--- config.mk ---
export PLATFORM = sky130hd
export DESIGN_NAME = data_mem_access_unit
export DESIGN_NICKNAME = d
export VERILOG_FILES = /design/src/rtl/data_mem_access_unit.sv
export SDC_FILE = /design/constraint.sdc
export NUM_CORES = 1
export LEC_CHECK = 0
export CAP_MARGIN = 15
export CORE_UTILIZATION = 44
export DETAILED_ROUTE_END_ITERATION = 7
export GPL_ROUTABILITY_DRIVEN = 0
export GPL_TIMING_DRIVEN = 0
export PLACE_DENSITY_LB_ADDON = 0.05
export SLEW_MARGIN = 20
export SYNTH_ARGS = -nofsm -noshare
export SYNTH_HDL_FRONTEND = slang
export SYNTH_SLANG_ARGS = --single-unit
--- constraint.sdc ---
create_clock -name clk -period 2.25 [get_ports clk]
set_input_delay 0.45 -clock clk [delete_from_list [all_inputs] [get_ports clk]]
set_output_delay 0.45 -clock clk [all_outputs]
set_load 0.1 [all_outputs]
--- src/rtl/data_mem_access_unit.sv ---
// data_mem_access_unit: load/store stage driving a single-outstanding req/ack data bus.
// Optional build macro MISALIGN_TRAP_EN adds misalign_err and skips the bus for misaligned starts.
module data_mem_access_unit #(
    parameter int TIMEOUT_CYCLES = 255
) (
    input  logic        clk,
    input  logic        nRst,
    input  logic [31:0] alu_result,
    input  logic [31:0] store_data,
    input  logic        mem_read,
    input  logic        mem_write,
    input  logic [1:0]  mem_size,
    input  logic        load_unsigned,
    output logic        bus_req,
    output logic        bus_we,
    output logic [31:0] bus_addr,
    output logic [31:0] bus_wdata,
    output logic [3:0]  bus_sel,
    input  logic        bus_ack,
    input  logic [31:0] bus_rdata,
    output logic        stall,
    output logic [31:0] load_data,
    output logic        done,
    output logic        timeout_err
`ifdef MISALIGN_TRAP_EN
    ,
    output logic        misalign_err
`endif
);

    localparam int CW = (TIMEOUT_CYCLES > 1) ? $clog2(TIMEOUT_CYCLES) : 1;
    localparam logic [CW-1:0] CNT_LAST = CW'(TIMEOUT_CYCLES - 1);

    typedef enum logic [1:0] {
        IDLE = 2'd0,
        REQ  = 2'd1,
        DONE = 2'd2
    } state_e;

    state_e      state_q;
    logic        req_q;
    logic        we_q;
    logic [31:0] addr_q;
    logic [31:0] wdata_q;
    logic [3:0]  sel_q;
    logic [31:0] ldata_q;
    logic        done_q;
    logic        tout_q;
    logic [1:0]  size_q;
    logic        uns_q;
    logic [1:0]  off_q;
    logic [CW-1:0] cnt_q;

    logic        start;
    logic [1:0]  off_d;
    logic [3:0]  sel_d;
    logic [31:0] wdata_d;

    assign start = mem_read | mem_write;
    assign off_d = alu_result[1:0];

    // Sign/zero-extend the addressed byte or halfword of the returned word.
    function automatic logic [31:0] extend(
        input logic [31:0] rd,
        input logic [1:0]  sz,
        input logic [1:0]  off,
        input logic        uns
    );
        logic [7:0]  b;
        logic [15:0] h;
        b = rd[{off, 3'b000} +: 8];
        h = rd[{off[1], 4'b0000} +: 16];
        case (sz)
            2'b00:   return uns ? {24'b0, b} : {{24{b[7]}}, b};
            2'b01:   return uns ? {16'b0, h} : {{16{h[15]}}, h};
            default: return rd;
        endcase
    endfunction

    // Steer store data and byte enables into the lanes selected by the address.
    always_comb begin
        sel_d   = 4'b1111;
        wdata_d = store_data;
        case (mem_size)
            2'b00: begin
                sel_d   = 4'b0001 << off_d;
                wdata_d = {4{store_data[7:0]}};
            end
            2'b01: begin
                sel_d   = 4'b0011 << {off_d[1], 1'b0};
                wdata_d = {2{store_data[15:0]}};
            end
            default: begin
                sel_d   = 4'b1111;
                wdata_d = store_data;
            end
        endcase
    end

`ifdef MISALIGN_TRAP_EN
    logic misal;
    logic mis_q;
    assign misal = ((mem_size == 2'b01) && off_d[0]) ||
                   (mem_size[1] && (off_d != 2'b00));
    assign misalign_err = mis_q;
`endif

    // Access sequencer: IDLE -> REQ -> DONE with registered bus and status outputs.
    always_ff @(posedge clk or negedge nRst) begin
        if (!nRst) begin
            state_q <= IDLE;
            req_q   <= 1'b0;
            we_q    <= 1'b0;
            addr_q  <= '0;
            wdata_q <= '0;
            sel_q   <= '0;
            ldata_q <= '0;
            done_q  <= 1'b0;
            tout_q  <= 1'b0;
            size_q  <= '0;
            uns_q   <= 1'b0;
            off_q   <= '0;
            cnt_q   <= '0;
`ifdef MISALIGN_TRAP_EN
            mis_q   <= 1'b0;
`endif
        end else begin
            done_q <= 1'b0;
            tout_q <= 1'b0;
`ifdef MISALIGN_TRAP_EN
            mis_q  <= 1'b0;
`endif
            case (state_q)
                IDLE: begin
                    if (start) begin
`ifdef MISALIGN_TRAP_EN
                        if (misal) begin
                            state_q <= DONE;
                            done_q  <= 1'b1;
                            mis_q   <= 1'b1;
                        end else
`endif
                        begin
                            state_q <= REQ;
                            req_q   <= 1'b1;
                            we_q    <= mem_write;
                            addr_q  <= {alu_result[31:2], 2'b00};
                            wdata_q <= wdata_d;
                            sel_q   <= sel_d;
                            size_q  <= mem_size;
                            uns_q   <= load_unsigned;
                            off_q   <= off_d;
                            cnt_q   <= '0;
                        end
                    end
                end
                REQ: begin
                    if (bus_ack) begin
                        state_q <= DONE;
                        req_q   <= 1'b0;
                        done_q  <= 1'b1;
                        if (!we_q)
                            ldata_q <= extend(bus_rdata, size_q, off_q, uns_q);
                    end else if (cnt_q == CNT_LAST) begin
                        state_q <= DONE;
                        req_q   <= 1'b0;
                        done_q  <= 1'b1;
                        tout_q  <= 1'b1;
                        if (!we_q)
                            ldata_q <= '0;
                    end else begin
                        cnt_q <= cnt_q + CW'(1);
                    end
                end
                DONE:    state_q <= IDLE;
                default: state_q <= IDLE;
            endcase
        end
    end

    assign stall       = ((state_q == IDLE) && start) || (state_q == REQ);
    assign bus_req     = req_q;
    assign bus_we      = we_q;
    assign bus_addr    = addr_q;
    assign bus_wdata   = wdata_q;
    assign bus_sel     = sel_q;
    assign load_data   = ldata_q;
    assign done        = done_q;
    assign timeout_err = tout_q;

endmodule

## Word level (Yosys, flattened, before mapping)

Cells that the tools add are included.

| word-level totals | value |
|---|---|
| bits in registers | 117 |
| bits of input ports | 104 |
| output and inout port bits | 105 |
| word-level logic and storage cells | 66 |

| cells by class | value |
|---|---|
| add/sub/neg operators | 1 |
| equal/unequal tests | 8 |
| shift operators | 4 |
| mux-type cells | 26 |
| bitwise gates (word level) | 2 |
| reduce and logical (&&, ||, !) cells | 12 |

Operators by type and width:

| kind | number |
|---|---|
| two-way mux 32 bit | 6 |
| one-hot mux 32 bit (2 select lines) | 2 |
| indexed part select 32 x 6 -> 16 bit | 1 |
| indexed part select 32 x 6 -> 8 bit | 1 |
| two-way mux 8 bit | 3 |
| one-hot mux 8 bit (2 select lines) | 1 |
| adder 8 x 1 -> 8 bit, second input constant | 1 |
| equality test 8 bit, second input constant | 1 |
| two-way mux 1 bit | 8 |
| one-hot mux 4 bit (2 select lines) | 1 |
| equality test 2 x 1 -> 1 bit, second input constant | 3 |
| logical NOT 2 bit | 3 |
| two-way mux 2 bit | 3 |
| inequality test 2 bit, second input constant | 3 |
| AND reduction 3 bit | 2 |
| one-hot mux 2 bit (2 select lines) | 1 |
| AND reduction 2 bit | 2 |
| AND reduction 4 bit | 1 |
| nonzero test 2 bit | 2 |
| << shifter 1 x 2 -> 4 bit, first input constant | 1 |
| << shifter 2 x 2 -> 4 bit, first input constant | 1 |
| inequality test 3 bit, second input constant | 1 |
| one-hot mux 1 bit (2 select lines) | 1 |
| logical AND 1 bit | 1 |
| 3 further kinds | 3 |

## Logic depth before layout (Yosys ltp)

Gate-level depths: netlist of run 1.

| depth | value |
|---|---|
| depth in word-level cells | 5 |
| mapped depth | 8 |
| depth with buffers taken out | 6 |

## Least setup slack after synthesis of run 1

Ideal clock, no wire load.

| timing path | value |
|---|---|
| path type | input -> output |
| from | in mem_write |
| to | out stall |
| arrival time | 1.868 ns |
| required time | 1.800 ns |
| slack | -0.068 ns |
| stages | 4 |
| buffers on the path | 2 |
| path through | o21ai_1 -> clkbuf_1 -> clkbuf_1 -> nand2_1 |

| on the way | value |
|---|---|
| longest elaborated chain between the ends | 3 |

RTL lines:

| item | line | text |
|---|---|---|
| from (decl) | 11 | `input logic mem_write,` |
| bitwise OR 1 bit | 59 | `assign start = mem_read \| mem_write;` |
| logical AND 1 bit | 181 | `assign stall = ((state_q == IDLE) && start) \|\| (state_q == REQ);` |
| logical OR 1 bit | 181 |  |
| to (decl) | 21 | `output logic stall,` |

No other way between the ends.

## Worst setup path after layout of run 1

Same ends and word-level chain as after synthesis.

==> run metrics, run 1 <==
non-filler instance count after layout=940; Post-synth EDFFs=0; post-synthesis cell type count=47; critical path launch point type=input pin; Antenna diodes=0; Achievable Freq=456.8 MHz; drt drc=0; Die ar.=0.01271 sq mm; Vias=5017; hold endpoint=bus_addr[16]; CTS tree=done; clock sinks=117; Worst Hold Depth=2; asr flop ratio synth=1.000; Starting Density=0.4510; Top FF cell, synth=dfrtp_1; first-pass GRT wire length=25490 microns; # setup viols final=0; vias in the first global route=5114; Total Wirelength=15640 microns; dpl cell area=0.007676 sq mm; Synth Area per Inst=9.721 sq um; Vias/cell=5.337; CP Data Arrival Time=1.74 ns; placed cells=910; crit path capture type=output port; port bufs=206; CTS max path bufs=2; synthesized area=0.005395 sq mm; utilization after layout=0.6794; die height=112.7 microns; Die X=112.7 microns; Root Driver=clkbuf_16; Overall Global Routing Usage=0.2600; Wirelength per Cell=16.63 microns; clock insertion delay at the later pin of the skew report=0.42 ns; R2R Path End=load_data[31]; critical setup path kind=in2out; Synth Instances=555; Final Cell Area=0.008127 sq mm; DR pass1 iterations=4; Worst R2R Setup Slack=0.15 ns; fraction of layout cells with a size suffix above 1=0.08575; Hold Path Origin=bus_addr[16]; flop and latch count out of synthesis=117; clk_skew=0.01011 ns; unrepaired setup endpoints after global routing=no; initial antenna violation count=0; Slew Limit Fails=0; row cnt=40; Hold Crit Class=reg2reg; GR Overflow Total=0; worst path required time=1.80 ns; status=complete, no violations; Seq/Total Area, Yosys=0.5427; largest net degree at the start of global routing=83; CTS Buf Count=17; CP Max Fanout=19; Slew @ Worst Pin=1.010 ns; Yosys warning total=0; max cap viols=0; CTS H-Tree Depth=4; post-CTS setup buffer count=0; Ports=209; fin crit share=0.9730; clock-pin slew on the worst setup and hold paths=0.05 ns; DR iter-0 viols=260; Area Overhead vs Synth=50.63%; Final min period=2.189 ns; slew margin rel.=0.3296; antenna viol nets, final=0; r2r startpoint=cnt_q[0]; post-detail-place hpwl=11700 microns; Fin Hold WS=0.4621 ns; fin nets=888; R2R depth=8; Hold Fails Final Rpt=0; CORE AREA=0.01196 sq mm
## through the flow
stage,setup slack (ns),TNS [ns]
finish,0.06070,0
global route,0.002807,0
CTS,0.02815,0
detailed placement,-1.528,-16.57
global placement,-3.714,-446.58
floorplan,0.03099,0
## cell usage after synthesis (2+ instances only)
| cell type | number | area, sq um |
|---|---|---|
| a21oi_1 | 15 | 75.07 |
| a221o_1 | 12 | 120.1 |
| a221o_2 | 10 | 112.6 |
| a22o_1 | 6 | 52.55 |
| a31oi_1 | 7 | 43.79 |
| buf_1 | 4 | 15.01 |
| buf_2 | 5 | 25.02 |
| buf_4 | 2 | 15.01 |
| buf_6 | 5 | 56.30 |
| clkbuf_1 | 25 | 93.84 |
| dfrtp_1 | 117 | 2928 |
| ha_1 | 2 | 25.02 |
| inv_1 | 4 | 15.01 |
| mux2_2 | 7 | 78.83 |
| mux2i_1 | 27 | 270.3 |
| nand2_1 | 169 | 634.4 |
| nand2b_1 | 6 | 37.54 |
| nand3_1 | 23 | 115.1 |
| nand4_1 | 2 | 12.51 |
| nor2_1 | 17 | 63.81 |
| nor2b_1 | 2 | 12.51 |
| o211ai_1 | 9 | 67.56 |
| o21a_1 | 7 | 52.55 |
| o21ai_0 | 38 | 190.2 |
| o22ai_1 | 2 | 12.51 |
| o2bb2ai_1 | 4 | 35.03 |
| o31ai_1 | 4 | 30.03 |
| or3_1 | 2 | 12.51 |
| or4_1 | 2 | 15.01 |
| xor2_1 | 3 | 26.28 |
## cell type report
type                       count  area (sq um)
timing repair buffer         208          1974
buffer                        40         211.5
clock buffer                  26         509.2
multi-input combinational    393          2256
inverter                       5         18.77
clock inverter                 4         45.04
tap                          147         183.9
fill                         993          3835
sequential                   117          2928
## kinds of logic (layout without fill, tap and decap cells)
logic type               count (synthesis)  count (layout)  share of synthesized area
AO/OA/AOI/OAI                          122             122                     0.1621
AND/OR/NAND/NOR                        230             230                     0.1788
XOR/XNOR                                 3               3                   0.004871
other                                    1               2                  0.0006951
flip-flops                             117             117                     0.5427
adder cells (fa/ha/maj)                  2               2                   0.004637
buffers and inverters                   46             283                    0.04151
multiplexers                            34              34                    0.06470
## flip-flops by register name (all words and copies together) (netlist names)
signal and cells:
bus_addr 30, bus_req 1, bus_sel 4, bus_wdata 32, bus_we 1, cnt_q 8, done 1, load_data 32
off_q 2, size_q 2, state_q 2, timeout_err 1, uns_q 1
## routing by layer
layer	wire, microns	global-route usage
met5	0	0
met4	297	0.1067
met3	1358	0.1018
met2	7490	0.4329
met1	6489	0.3004
## worst max-delay path, stage by stage
cell	delay [ns]
clkdlybuf4s50_1	0.46
o21ai_2	0.29
clkbuf_8	0.29
nand2_2	0.06
buf_6	0.18
## worst max-delay path by stage
stage | from | to | slack (ns) | depth (start not counted)
final | mem_write | stall | 0.06 | 5
after global routing | mem_write | stall | 0.003 | 5
after CTS | state_q[0] | stall | 0.03 | 5
after detailed placement | mem_write | stall | -1.53 | 6
after global placement | nRst | bus_addr[16] | -3.71 | 1
after floorplan | bus_we | load_data[22] | 0.03 | 6
## timing repair
item                       in CTS  in global routing
hold endpoints to repair       35                  0
gates resized for setup       113                  1
setup endpoints to repair     103                  1
pin swaps                       0                  0
hold buffers                    1                  0
## cells in the final DEF, fill, tap and decap left out, types with 2 or more instances in the layout
cell / n
a21oi_1: 15
a221o_1: 12
a221o_2: 10
a22o_1: 6
a31oi_1: 7
buf_1: 4
buf_2: 5
buf_4: 2
buf_6: 7
clkbuf_1: 27
clkbuf_16: 17
clkbuf_8: 6
clkdlybuf4s50_1: 102
clkinv_2: 3
conb_1: 2
dfrtp_1: 117
dlygate4sd2_1: 102
ha_1: 2
inv_1: 4
mux2_2: 7
mux2i_1: 27
nand2_1: 168
nand2b_1: 6
nand3_1: 23
nand4_1: 2
nor2_1: 16
nor2b_1: 2
o211ai_1: 9
o21a_1: 7
o21ai_0: 38
o22ai_1: 2
o2bb2ai_1: 4
o31ai_1: 4
or3_1: 2
or4_1: 2
xor2_1: 3
Power of run 1 is not shown: default switching activity piles up to over one toggle a cycle in this logic, so the estimate is an artifact.
==> inputs of run 2 (changes only) <==
- CTS_CLUSTER_DIAMETER: not set -> 30
==> results of run 2 <==
The final DEF is identical to that of run 1; final timing and power are the same.
Power of run 2 is left out for the same reason.
==> inputs of run 3 (changes only) <==
- CORE_UTILIZATION: 44 -> 40
==> run metrics, run 3 (synthesized netlist as in run 1, its figures left out) <==
status=complete, no violations; Total Wirelength=15670 microns (+0.24%); drt drc=0 (unchanged); clock-pin slew on the worst setup and hold paths=0.05 ns (about the same); Achievable Freq=461.2 MHz (+0.97%); GR Overflow Total=0 (unchanged); Root Driver=clkbuf_16; Wirelength per Cell=16.16 microns (-2.9%); vias in the first global route=5055 (-1.2%); # setup viols final=0 (unchanged); post-CTS setup buffer count=0 (unchanged); largest net degree at the start of global routing=61 (-27%); worst slack at placement=-1.433 ns (+0.09457 ns); CTS max path bufs=2 (unchanged); Overall Global Routing Usage=0.2400 (-0.01998); fraction of layout cells with a size suffix above 1=0.09320 (+0.007449); Hold Crit Class=in2async; worst path required time=1.80 ns (about the same); initial antenna violation count=0 (unchanged); DR pass1 iterations=4 (unchanged); critical path's slowest cell=clkdlybuf4s50_1; cts hold-fix bufs=0 (-1); max cap viols=0 (unchanged); row cnt=42 (+5.0%); CTS Buf Count=17 (unchanged); commonest cells after routing, fill and taps aside=nand2_1 (168), dfrtp_1 (116), clkdlybuf4s50_1 (102), dlygate4sd2_1 (102), o21ai_0 (38); CP Data Arrival Time=1.72 ns (-0.02 ns); slowest stage delay, CP=0.49 ns (+0.03 ns); Ports=209 (unchanged); Final min period=2.168 ns (-0.02100 ns); die height=118.1 microns (+4.8%); DR iter-0 viols=306 (+18%); Resize count post-CTS=113 (unchanged); port bufs=206 (unchanged); CTS tree=done; antenna viol nets, final=0 (unchanged); slack of the critical path=0.08170 ns (+0.02100 ns); Slew Limit Fails=0 (unchanged); Starting Density=0.4090 (-0.04202); crit path capture type=output port; critical setup path kind=in2out; fin nets=887 (-0.11%); clock insertion delay at the later pin of the skew report=0.42 ns (about the same); Die ar.=0.01396 sq mm (+9.8%); Vias/cell=5.125 (-4.0%); crit path cell chain=clkdlybuf4s50_1 > o21ai_4 > clkbuf_8 > nand2_2 > buf_6; clock sinks=117 (unchanged); critical path launch point type=input pin; first-pass GRT wire length=26130 microns (+2.5%); Area Overhead vs Synth=52.81%; slew margin rel.=0.3181 (-0.01149); CORE AREA=0.01319 sq mm (+10%); Antenna diodes=0 (unchanged); unrepaired setup endpoints after global routing=no; fin crit share=0.9637 (-0.009332); commonest non-fill, non-tap cell in the layout=nand2_1; clk_skew=0.007883 ns (-0.002226 ns); Hold Fails Final Rpt=0 (unchanged); CP Max Fanout=19 (unchanged); CTS H-Tree Depth=4 (unchanged); post-detail-place hpwl=11560 microns (-1.3%); Slew @ Worst Pin=1.027 ns (+0.01730 ns); Die X=118.1 microns (+4.8%); Vias=4971 (-0.92%)
-- run 3: through the flow --
step	TNS (ns)	std cells	hold slack, ns	cell area, sq um	utilization
floorplan	0	556	0.1544	5401	-
global placement	-458.55	938	0.4578	7684	0.5825
detailed placement	-12.30	939	0.4617	7712	0.5847
CTS	0	970	0.02941	8232	0.6241
global route	0	970	0.05213	8244	0.6250
finish	0	970	0.01200	8244	0.6250
-- run 3: final cells by class --
cell class	count	area (sq um)
Clock buffer	23	488.0
Inverter	5	18.77
Buffer	40	212.7
Timing Repair Buffer	207	1964
Clock inverter	9	147.6
Fill cell	1179	4946
Sequential cell	117	2929
Multi-Input combinational cell	393	2263
Tap cell	176	220.2
-- run 3: worst paths after layout --
check                      depth (start not counted)    startpoint       endpoint  slack, ns
setup / recovery                                   5     mem_write          stall       0.08
hold / removal                                     1          nRst   bus_addr[29]       0.01
setup reg to reg                                   8      cnt_q[0]  load_data[22]       0.15
hold reg to reg                                    2  bus_addr[18]   bus_addr[18]       0.46
max in group asynchronous                          2          nRst  bus_wdata[26]       1.55
min in group clk                                   2  bus_addr[18]   bus_addr[18]       0.46
-- run 3: per-layer routing --
layer  vias up  part of all wire  track usage
li1       2380                 -            -
met1      2395              0.43       0.3044
met2       177              0.47       0.3805
met3        19             0.081      0.08060
met4         0             0.015      0.08814
met5         -                 0            0
-- run 3: critical path, delay by kind of cell --
family / cells / cell delay [ns]
and+or+nand+nor: 1 / 0.06
AOI/OAI and AO/OA: 1 / 0.26
buffers and inverters: 3 / 0.93
Power of run 3 is left out for the same reason.
